**config.mk**
```make
export PLATFORM = sky130hd
export DESIGN_NAME = gcd_scheduler
export DESIGN_NICKNAME = d
export VERILOG_FILES = /design/src/rtl/gcd_pkg.sv /design/src/rtl/gcd_core.sv /design/src/rtl/gcd_scheduler.sv
export SDC_FILE = /design/constraint.sdc
export NUM_CORES = 1
export LEC_CHECK = 0
export ABC_AREA = 1
export BUFFER_PORTS_ARGS = -buffer_cell sky130_fd_sc_hd__buf_2
export CORE_UTILIZATION = 53
export DETAILED_ROUTE_END_ITERATION = 8
export GPL_ROUTABILITY_DRIVEN = 1
export HOLD_SLACK_MARGIN = 0.08
export PLACE_DENSITY = 0.86
export REMOVE_ABC_BUFFERS = 1
export SYNTH_ARGS = -nofsm -noshare
export SYNTH_HDL_FRONTEND = slang
export SYNTH_SLANG_ARGS = --single-unit
```
**constraint.sdc**
```tcl
create_clock -name clk_i -period 2.5 [get_ports clk_i]
set_input_delay 0.125 -clock clk_i [delete_from_list [all_inputs] [get_ports clk_i]]
set_output_delay 0.125 -clock clk_i [all_outputs]
set_load 0.01 [all_outputs]
```
**src/rtl/gcd_pkg.sv**
```systemverilog
// Shared types for the GCD scheduler.
//   gcd_data : one requester's operand pair {a, b} at the default 8-bit width
//   state_e  : scheduler FSM states
package gcd_pkg;

    localparam int unsigned GCD_DW = 8;

    typedef struct packed {
        logic [GCD_DW-1:0] a;
        logic [GCD_DW-1:0] b;
    } gcd_data;

    typedef enum logic [1:0] {
        S_IDLE,
        S_CALC,
        S_DONE
    } state_e;

endpackage

```
**src/rtl/gcd_core.sv**
```systemverilog
// Subtractive GCD datapath: one compare/subtract step per enabled cycle.
//   clk_i     : clock
//   nreset_i  : asynchronous active-low reset
//   load_i    : capture a_i/b_i and clear done
//   a_i, b_i  : operands
//   enable_i  : perform one step (ignored once done)
//   done_o    : result_o is valid (registered)
//   result_o  : gcd(a, b) (registered)
module gcd_core
    import gcd_pkg::*;
#(
    parameter int unsigned DATA_WIDTH = 8
) (
    input  logic                  clk_i,
    input  logic                  nreset_i,
    input  logic                  load_i,
    input  logic [DATA_WIDTH-1:0] a_i,
    input  logic [DATA_WIDTH-1:0] b_i,
    input  logic                  enable_i,
    output logic                  done_o,
    output logic [DATA_WIDTH-1:0] result_o
);

    logic [DATA_WIDTH-1:0] a_q;
    logic [DATA_WIDTH-1:0] b_q;
    logic                  done_q;
    logic [DATA_WIDTH-1:0] result_q;

    always_ff @(posedge clk_i or negedge nreset_i) begin
        if (!nreset_i) begin
            a_q      <= '0;
            b_q      <= '0;
            done_q   <= 1'b0;
            result_q <= '0;
        end else if (load_i) begin
            a_q    <= a_i;
            b_q    <= b_i;
            done_q <= 1'b0;
        end else if (enable_i && !done_q) begin
            if (a_q == '0 || b_q == '0) begin
                // gcd(x, 0) = x, and gcd(0, 0) collapses to 0
                done_q   <= 1'b1;
                result_q <= a_q | b_q;
            end else if (a_q == b_q) begin
                done_q   <= 1'b1;
                result_q <= a_q;
            end else if (a_q > b_q) begin
                a_q <= a_q - b_q;
            end else begin
                b_q <= b_q - a_q;
            end
        end
    end

    assign done_o   = done_q;
    assign result_o = result_q;

endmodule

```
**src/rtl/gcd_scheduler.sv**
```systemverilog
// Round-robin front end sharing one GCD datapath between NUM_REQ requesters.
//   clk_i          : clock
//   nreset_i       : asynchronous active-low reset
//   req_valid_i    : per-requester request valid
//   req_ready_o    : per-requester accept strobe (one-hot winner in S_IDLE)
//   req_operands_i : per-requester {a, b}, a in the upper DATA_WIDTH bits
//   rsp_valid_o    : result available
//   rsp_ready_i    : consumer accepts the result
//   rsp_id_o       : requester owning the result
//   rsp_gcd_o      : gcd result
module gcd_scheduler
    import gcd_pkg::*;
#(
    parameter  int unsigned DATA_WIDTH = 8,
    parameter  int unsigned NUM_REQ    = 4,
    localparam int unsigned ID_WIDTH   = $clog2(NUM_REQ)
) (
    input  logic                                  clk_i,
    input  logic                                  nreset_i,
    input  logic [NUM_REQ-1:0]                    req_valid_i,
    output logic [NUM_REQ-1:0]                    req_ready_o,
    input  logic [NUM_REQ-1:0][2*DATA_WIDTH-1:0]  req_operands_i,
    output logic                                  rsp_valid_o,
    input  logic                                  rsp_ready_i,
    output logic [ID_WIDTH-1:0]                   rsp_id_o,
    output logic [DATA_WIDTH-1:0]                 rsp_gcd_o
);

    state_e                state_q;
    logic [ID_WIDTH-1:0]   rr_ptr_q;
    logic [ID_WIDTH-1:0]   id_q;
    logic                  run_q;
    logic                  rsp_valid_q;
    logic [ID_WIDTH-1:0]   rsp_id_q;
    logic [DATA_WIDTH-1:0] rsp_gcd_q;

    logic [NUM_REQ-1:0]    grant;
    logic [ID_WIDTH-1:0]   winner;
    logic                  any_valid;
    logic [ID_WIDTH:0]     scan_idx;
    logic [ID_WIDTH:0]     next_sum;
    logic [ID_WIDTH-1:0]   next_ptr;
    logic                  accept;
    logic                  core_done;
    logic [DATA_WIDTH-1:0] core_result;
    logic [DATA_WIDTH-1:0] sel_a;
    logic [DATA_WIDTH-1:0] sel_b;

    // Scan upward from rr_ptr with wrap; the first valid requester wins.
    always_comb begin
        grant     = '0;
        winner    = '0;
        any_valid = 1'b0;
        scan_idx  = '0;
        for (int unsigned off = 0; off < NUM_REQ; off++) begin
            scan_idx = {1'b0, rr_ptr_q} + (ID_WIDTH+1)'(off);
            if (scan_idx >= (ID_WIDTH+1)'(NUM_REQ)) begin
                scan_idx = scan_idx - (ID_WIDTH+1)'(NUM_REQ);
            end
            if (!any_valid && req_valid_i[scan_idx[ID_WIDTH-1:0]]) begin
                any_valid = 1'b1;
                winner    = scan_idx[ID_WIDTH-1:0];
            end
        end
        grant[winner] = any_valid;
    end

    always_comb begin
        next_sum = {1'b0, winner} + (ID_WIDTH+1)'(1);
        next_ptr = (next_sum == (ID_WIDTH+1)'(NUM_REQ)) ? '0 : next_sum[ID_WIDTH-1:0];
    end

    // run_q is low during reset and for the first edge after it, which keeps
    // ready low in reset without a combinational path from nreset_i.
    assign req_ready_o = (run_q && state_q == S_IDLE) ? grant : '0;
    assign accept      = |req_ready_o;

    assign sel_a = req_operands_i[winner][2*DATA_WIDTH-1 -: DATA_WIDTH];
    assign sel_b = req_operands_i[winner][DATA_WIDTH-1:0];

    gcd_core #(
        .DATA_WIDTH (DATA_WIDTH)
    ) u_core (
        .clk_i    (clk_i),
        .nreset_i (nreset_i),
        .load_i   (accept),
        .a_i      (sel_a),
        .b_i      (sel_b),
        .enable_i (state_q == S_CALC),
        .done_o   (core_done),
        .result_o (core_result)
    );

    always_ff @(posedge clk_i or negedge nreset_i) begin
        if (!nreset_i) begin
            state_q     <= S_IDLE;
            rr_ptr_q    <= '0;
            id_q        <= '0;
            run_q       <= 1'b0;
            rsp_valid_q <= 1'b0;
            rsp_id_q    <= '0;
            rsp_gcd_q   <= '0;
        end else begin
            run_q <= 1'b1;
            unique case (state_q)
                S_IDLE: begin
                    if (accept) begin
                        id_q     <= winner;
                        rr_ptr_q <= next_ptr;
                        state_q  <= S_CALC;
                    end
                end
                S_CALC: begin
                    if (core_done) begin
                        rsp_valid_q <= 1'b1;
                        rsp_id_q    <= id_q;
                        rsp_gcd_q   <= core_result;
                        state_q     <= S_DONE;
                    end
                end
                S_DONE: begin
                    if (rsp_ready_i) begin
                        rsp_valid_q <= 1'b0;
                        state_q     <= S_IDLE;
                    end
                end
                default: begin
                    rsp_valid_q <= 1'b0;
                    state_q     <= S_IDLE;
                end
            endcase
        end
    end

    assign rsp_valid_o = rsp_valid_q;
    assign rsp_id_o    = rsp_id_q;
    assign rsp_gcd_o   = rsp_gcd_q;

endmodule

```
After elaboration in Yosys (flattened, before gate mapping)
Index checks and enable logic that the tools add are counted. W data, S select, Z words.

Output and inout port bits: 15. Flip-flop bits (word level): 43. Input port bits: 71.

Order comparisons: 11. Bitwise logic cells: 4. Multiplexer cells: 49. $add $sub $neg: 10. Reduce and logical (&&, ||, !) cells: 27. Equal/unequal tests: 10.

Operator list (count): $mux W8 (12); $bmux W16 S2 (1); $mux W2 (12); $logic_not A8 Y1 (2); $mux W16 (1); $sub A8 B8 Y8 (2); $lt A2 B3 Y1 const B (5); $mux W1 (15); $ne A2 B2 Y1 const B (6); $ge A3 B3 Y1 const B (3); $reduce_and A3 Y1 (3); $bmux W1 S2 (4); $eq A8 B8 Y1 (1); $gt A8 B8 Y1 (1); $or A8 B8 Y8 (1); $reduce_and A4 Y1 (2); $sub A2 B1 Y2 const B (4); $add A2 B1 Y3 const B (2); $add A2 B2 Y3 const B (2); $logic_and A1 B1 Y1 (6); $pmux W2 S3 (1); $reduce_and A2 Y1 (3); $reduce_bool A2 Y1 (3); $and A4 B4 Y4 (1); 14 further kinds (18).

Depth between registers and ports, before layout
Depth after elaboration: 23. Depth in mapped cells: 19. Depth with buffers taken out: 17.

Hierarchy
Synthesis repeated with hierarchy kept, for this count alone.

Cell total of the unflattened synthesis: 624. Area total of the unflattened synthesis: 4040.1 µm².

Modules (own cells, without submodules): gcd_core (times used 1, area an instance 2193.4 µm², cells each 321); gcd_scheduler (times used 1, area an instance 1846.8 µm², cells each 303).

Least setup slack after synthesis
Ideal clock, no wire load.

Path kind: reg-to-reg. Start: register rr_ptr_q[0]. End: register u_core.b_q[7]. Required time: 2383 ps. Arrival time: 2178 ps. Setup slack: 206 ps. Stages on the path, launching flop included: 19. Path through: dfrtp_1 > buf_4 > nand2_1 > nand2_1 > nand2_1 > nand2_1 > nor2_2 > nand2_1 > nand2_1 > nand3_4 > buf_2 > ha_1 > inv_1 > nand3_2 > nand2_2 > buf_2 > o21ai_0 > nand2_1 > nand2_1.

Longest elaborated chain between the ends: 23. Elaborated cells on any way between the ends: 53. Classes of those cells: add/sub (7); order compare (6); eq/ne (3); mux (26); bitwise (1); reduce/logical (10).

Ends and longest elaborated chain: from (decl) (RTL line gcd_scheduler.sv:30) `logic [ID_WIDTH-1:0] rr_ptr_q;`; from (signal assigned) (RTL line gcd_scheduler.sv:109) `rr_ptr_q <= next_ptr;`; branches (longest 23 deep; another with $add A2 B1 Y3); to (signal assigned) (RTL line gcd_core.sv:37) `b_q <= b_i;`; to (signal assigned) (RTL line gcd_core.sv:50) `b_q <= b_q - a_q;`; to (decl) (RTL line gcd_core.sv:25) `logic [DATA_WIDTH-1:0] b_q;`.

Parallel ways; which one is timed is not known. The select of a mux whose other input is x is not followed. A chain may end at the register's enable or synchronous reset.

Worst setup path in the final report
Start: register rr_ptr_q[0]. End: register u_core.b_q[1].

The elaborated chain is that of the path after synthesis.

==> results.toml <==
[critical_path]
rr_worst_depth = 17
worstPathMaxFanout = 8
reg2reg_to = "u_core.b_q[1]$_DFFE_PN0P_"
cpMaxStageDelayCell = "dfrtp_2"
critPathMaxStageDelay_ns = 0.46
worst_ep_arrival_time_ns = 2.64
crit_top_cell = "nand2_1"
end_kind = "flip-flop"
path_buf_inv = 3
crit_family = "simple AND/OR/NAND/NOR gates"
path_depth = 17
worstSetupPathType = "reg2reg"
r2r_slack_ns = 0.07
critPathLaunchType = "flip-flop"
path_cells = "buf_4, nand2_1, nand2_1, nand2_1, nand2_2, nor2_4, nand2_1, nand2_1, nand3_4, ha_2, inv_1, nand3_2, nand2_4, clkbuf_16, o21ai_0, nand2_1, nand2_1"
required_ns = 2.70
reg2reg_from = "rr_ptr_q[0]$_DFFE_PN0P_"

[cells_and_area]
synthToLayoutAreaGrowth_pct = 24.3
nets = 745
finalNonFillerCells = 726
fillers = 565
drive_gt1_share_pct = 25.1
n_antenna_cell = 0
finish.utilization_pct = 69.1

[placement]
gp_congestion = 0.974
place_hpwl_mm = 7.75
dp_cells = 709
portBuffers = 85

[timing]
slew_viol_final = 0
worstMarginPinSlew_ns = 0.965
setup_viol = 0
clock_skew_ns = 0.00866
period_share_pct = 97.2
fin_crit_ns = 2.43
slew_headroom_pct = 35.7
max_freq_mhz = 411
hold_violations = 0
rsz0062_at_grt = "true"

[clock_network]
cts_root_buf = "clkbuf_8"
cts_sinks = 43
clk_path_buf_depth = 2
numCtsBuffers = 5
clk_pin_slew_worst_paths_ns = 0.09
cts_tree = "yes"
cts-htree-levels = 2
clkLatencyLatePin_ns = 0.31

[drt]
drc = 4
vias = 3912
routedWlPerCell_um = 14.0
drtPass1Iterations = 7
ant_nets = 0
routed_wl_mm = 10.1
drt_iter0_drc = 240
viasPerCell = 5.39

[synth]
postSynthCellCount = 538
ys_seq_area_share_pct = 30.1
synth.yosys.warnings = 0
ys_ff_latch = 43
async_flop_share_pct = 100
synth.distinct_cells = 37
syn_area_per_cell_um2 = 6.64
syn_area_um2 = 3570
synth_ff_type = "dfrtp_1"
synth_edf_count = 0

[hold_path]
min-delay-start = "req_operands_i[15]"
hold-path-endpoint = "u_core.a_q[7]$_DFFE_PN0P_"
hold_depth = 7
hp-class = "in2reg"

[global_route]
grt_overflow_total = 0
grtUsageMet1_pct = 35.4
use_met2_pct = 54.5
grt_pass1_wl_mm = 16.7
grt_usage_pct = 29.5
antenna_found_initial = 0
grt_max_degree = 44
gr-usage-met3_pct = 4.55
busiest_layer = "met2"
grt_pass1_vias = 3682

[job]
max-cap-violations = 0

[run_status]
status = "finished, violations left"
violations = "design-rule violations"

[floorplanning]
dieArea_um2 = 7070
rows = 29
start_util_pct = 55.6
die_w_um = 84.1
die_h_um = 84.1
num_io_pins = 86
core_um2 = 6420
==> metal layers <==
metal | share of wire, % | vias to the layer above
met5 | 0 | -
met4 | 2.3 | 0
met3 | 6.0 | 27
met2 | 51 | 158
met1 | 40 | 1792
li1 | - | 1935
==> flip-flops by register name, summed over array words and instances, names as in the netlist <==
name             cells
u_core.a_q           8
u_core.result_o      8
rsp_gcd_o            8
state_q              2
u_core.done_o        1
rr_ptr_q             2
id_q                 2
run_q                1
u_core.b_q           8
rsp_id_o             2
rsp_valid_o          1
==> placed cells by master, fill, tap and decap left out, types with 2 or more instances in the layout <==
cell,synthesis,layout
a21oi_1,17,16
nand2_2,4,4
nand2_1,225,224
nand3b_1,4,4
nand3_1,46,45
dfrtp_2,0,3
nor3_1,6,6
clkbuf_8,0,5
a31oi_1,2,2
o21ai_1,3,3
a211oi_1,2,2
ha_1,24,23
o21ai_0,36,34
inv_2,4,4
nor2_4,1,2
buf_4,5,29
nand2_4,1,2
xor2_1,10,10
inv_1,46,44
clkinv_4,0,2
a21o_1,2,2
nor4_1,3,3
nor2_2,2,3
nor2_1,20,18
buf_2,7,85
mux2_2,7,7
dfrtp_1,43,40
o21ai_2,0,2
nand3_2,1,3
dlygate4sd3_1,0,2
or2_2,2,2
==> stage by stage <==
stage	hold slack (ns)	TNS, ns	instance area, um^2	worst slack [ns]
3_3_place_gp	0.310	-0.247	4180	-0.0507
5_1_grt	0.250	-0.0373	4440	-0.0191
4_1_cts	0.231	0	4340	0.0324
3_5_place_dp	0.320	-0.733	4180	-0.0916
2_1_floorplan	-0.171	-5.14	3470	-0.389
6_report	0.219	0	4440	0.0694
==> kinds of logic (layout without fill, tap and decap cells) <==
group	Yosys count	after routing	share of synthesized area, %
compound gates	65	65	9.70
xor+xnor	10	10	2.45
fa+ha+maj	26	26	9.53
buf+inv	68	178	8.34
flops	43	43	30.1
mux	7	7	2.21
other cells	1	1	0.105
simple gates	318	319	37.5
==> worst max path at each step <==
stage	start	to
4_1_cts	rr_ptr_q[0]$_DFFE_PN0P_	u_core.b_q[3]$_DFFE_PN0P_
6_report	rr_ptr_q[0]$_DFFE_PN0P_	u_core.b_q[1]$_DFFE_PN0P_
3_5_place_dp	u_core.b_q[0]$_DFFE_PN0P_	u_core.a_q[6]$_DFFE_PN0P_
5_1_grt	rr_ptr_q[0]$_DFFE_PN0P_	u_core.a_q[4]$_DFFE_PN0P_
3_3_place_gp	u_core.b_q[0]$_DFFE_PN0P_	u_core.a_q[6]$_DFFE_PN0P_
2_1_floorplan	rr_ptr_q[0]$_DFFE_PN0P_	state_q[0]$_DFFE_PN0P_
==> worst register-to-register path, stage by stage, from the launching register on <==
cell	delay, ns
dfrtp_2	0.46
buf_4	0.18
nand2_1	0.08
nand2_1	0.08
nand2_1	0.10
nand2_2	0.10
nor2_4	0.12
nand2_1	0.07
nand2_1	0.11
nand3_4	0.11
ha_2	0.21
inv_1	0.06
nand3_2	0.09
nand2_4	0.16
clkbuf_16	0.17
o21ai_0	0.10
nand2_1	0.08
nand2_1	0.04
==> synthesized netlist by cell type (2+ instances only) <==
cell	count	share of area [%]
nand2_1	225	24
inv_1	46	4.8
nand3_1	46	6.4
dfrtp_1	43	30
o21ai_0	36	5.0
ha_1	24	8.4
nor2_1	20	2.1
a21oi_1	17	2.4
xor2_1	10	2.5
buf_2	7	0.98
mux2_2	7	2.2
nor3_1	6	0.84
buf_4	5	1.1
inv_2	4	0.42
nand2_2	4	0.70
nand3b_1	4	0.84
clkbuf_1	3	0.32
nor4_1	3	0.53
o21ai_1	3	0.42
a211oi_1	2	0.42
a21o_1	2	0.42
a31oi_1	2	0.35
buf_6	2	0.63
fa_1	2	1.1
nor2_2	2	0.35
or2_2	2	0.35
==> repair_timing <==
action	in CTS	in global routing
cloned	1	1
setup buffers	1	4
hold buffers	2	0
pin swaps	1	3
resized for setup	7	17
endpoints found under the hold margin	44	0
endpoints found under the setup margin	17	20
==> layout make-up <==
cell class,count,area [um^2],share of cell area (%)
clock buffer,5,68.8,1.55
clock inverter,3,25.0,0.564
inverter,51,199,4.48
multi-input combinational,428,2250,50.6
sequential,43,1080,24.3
tap,77,96.3,2.17
timing repair buffer,119,723,16.3
Power is not shown: default switching activity piles up to over one toggle a cycle in this logic, so the estimate is an artifact.
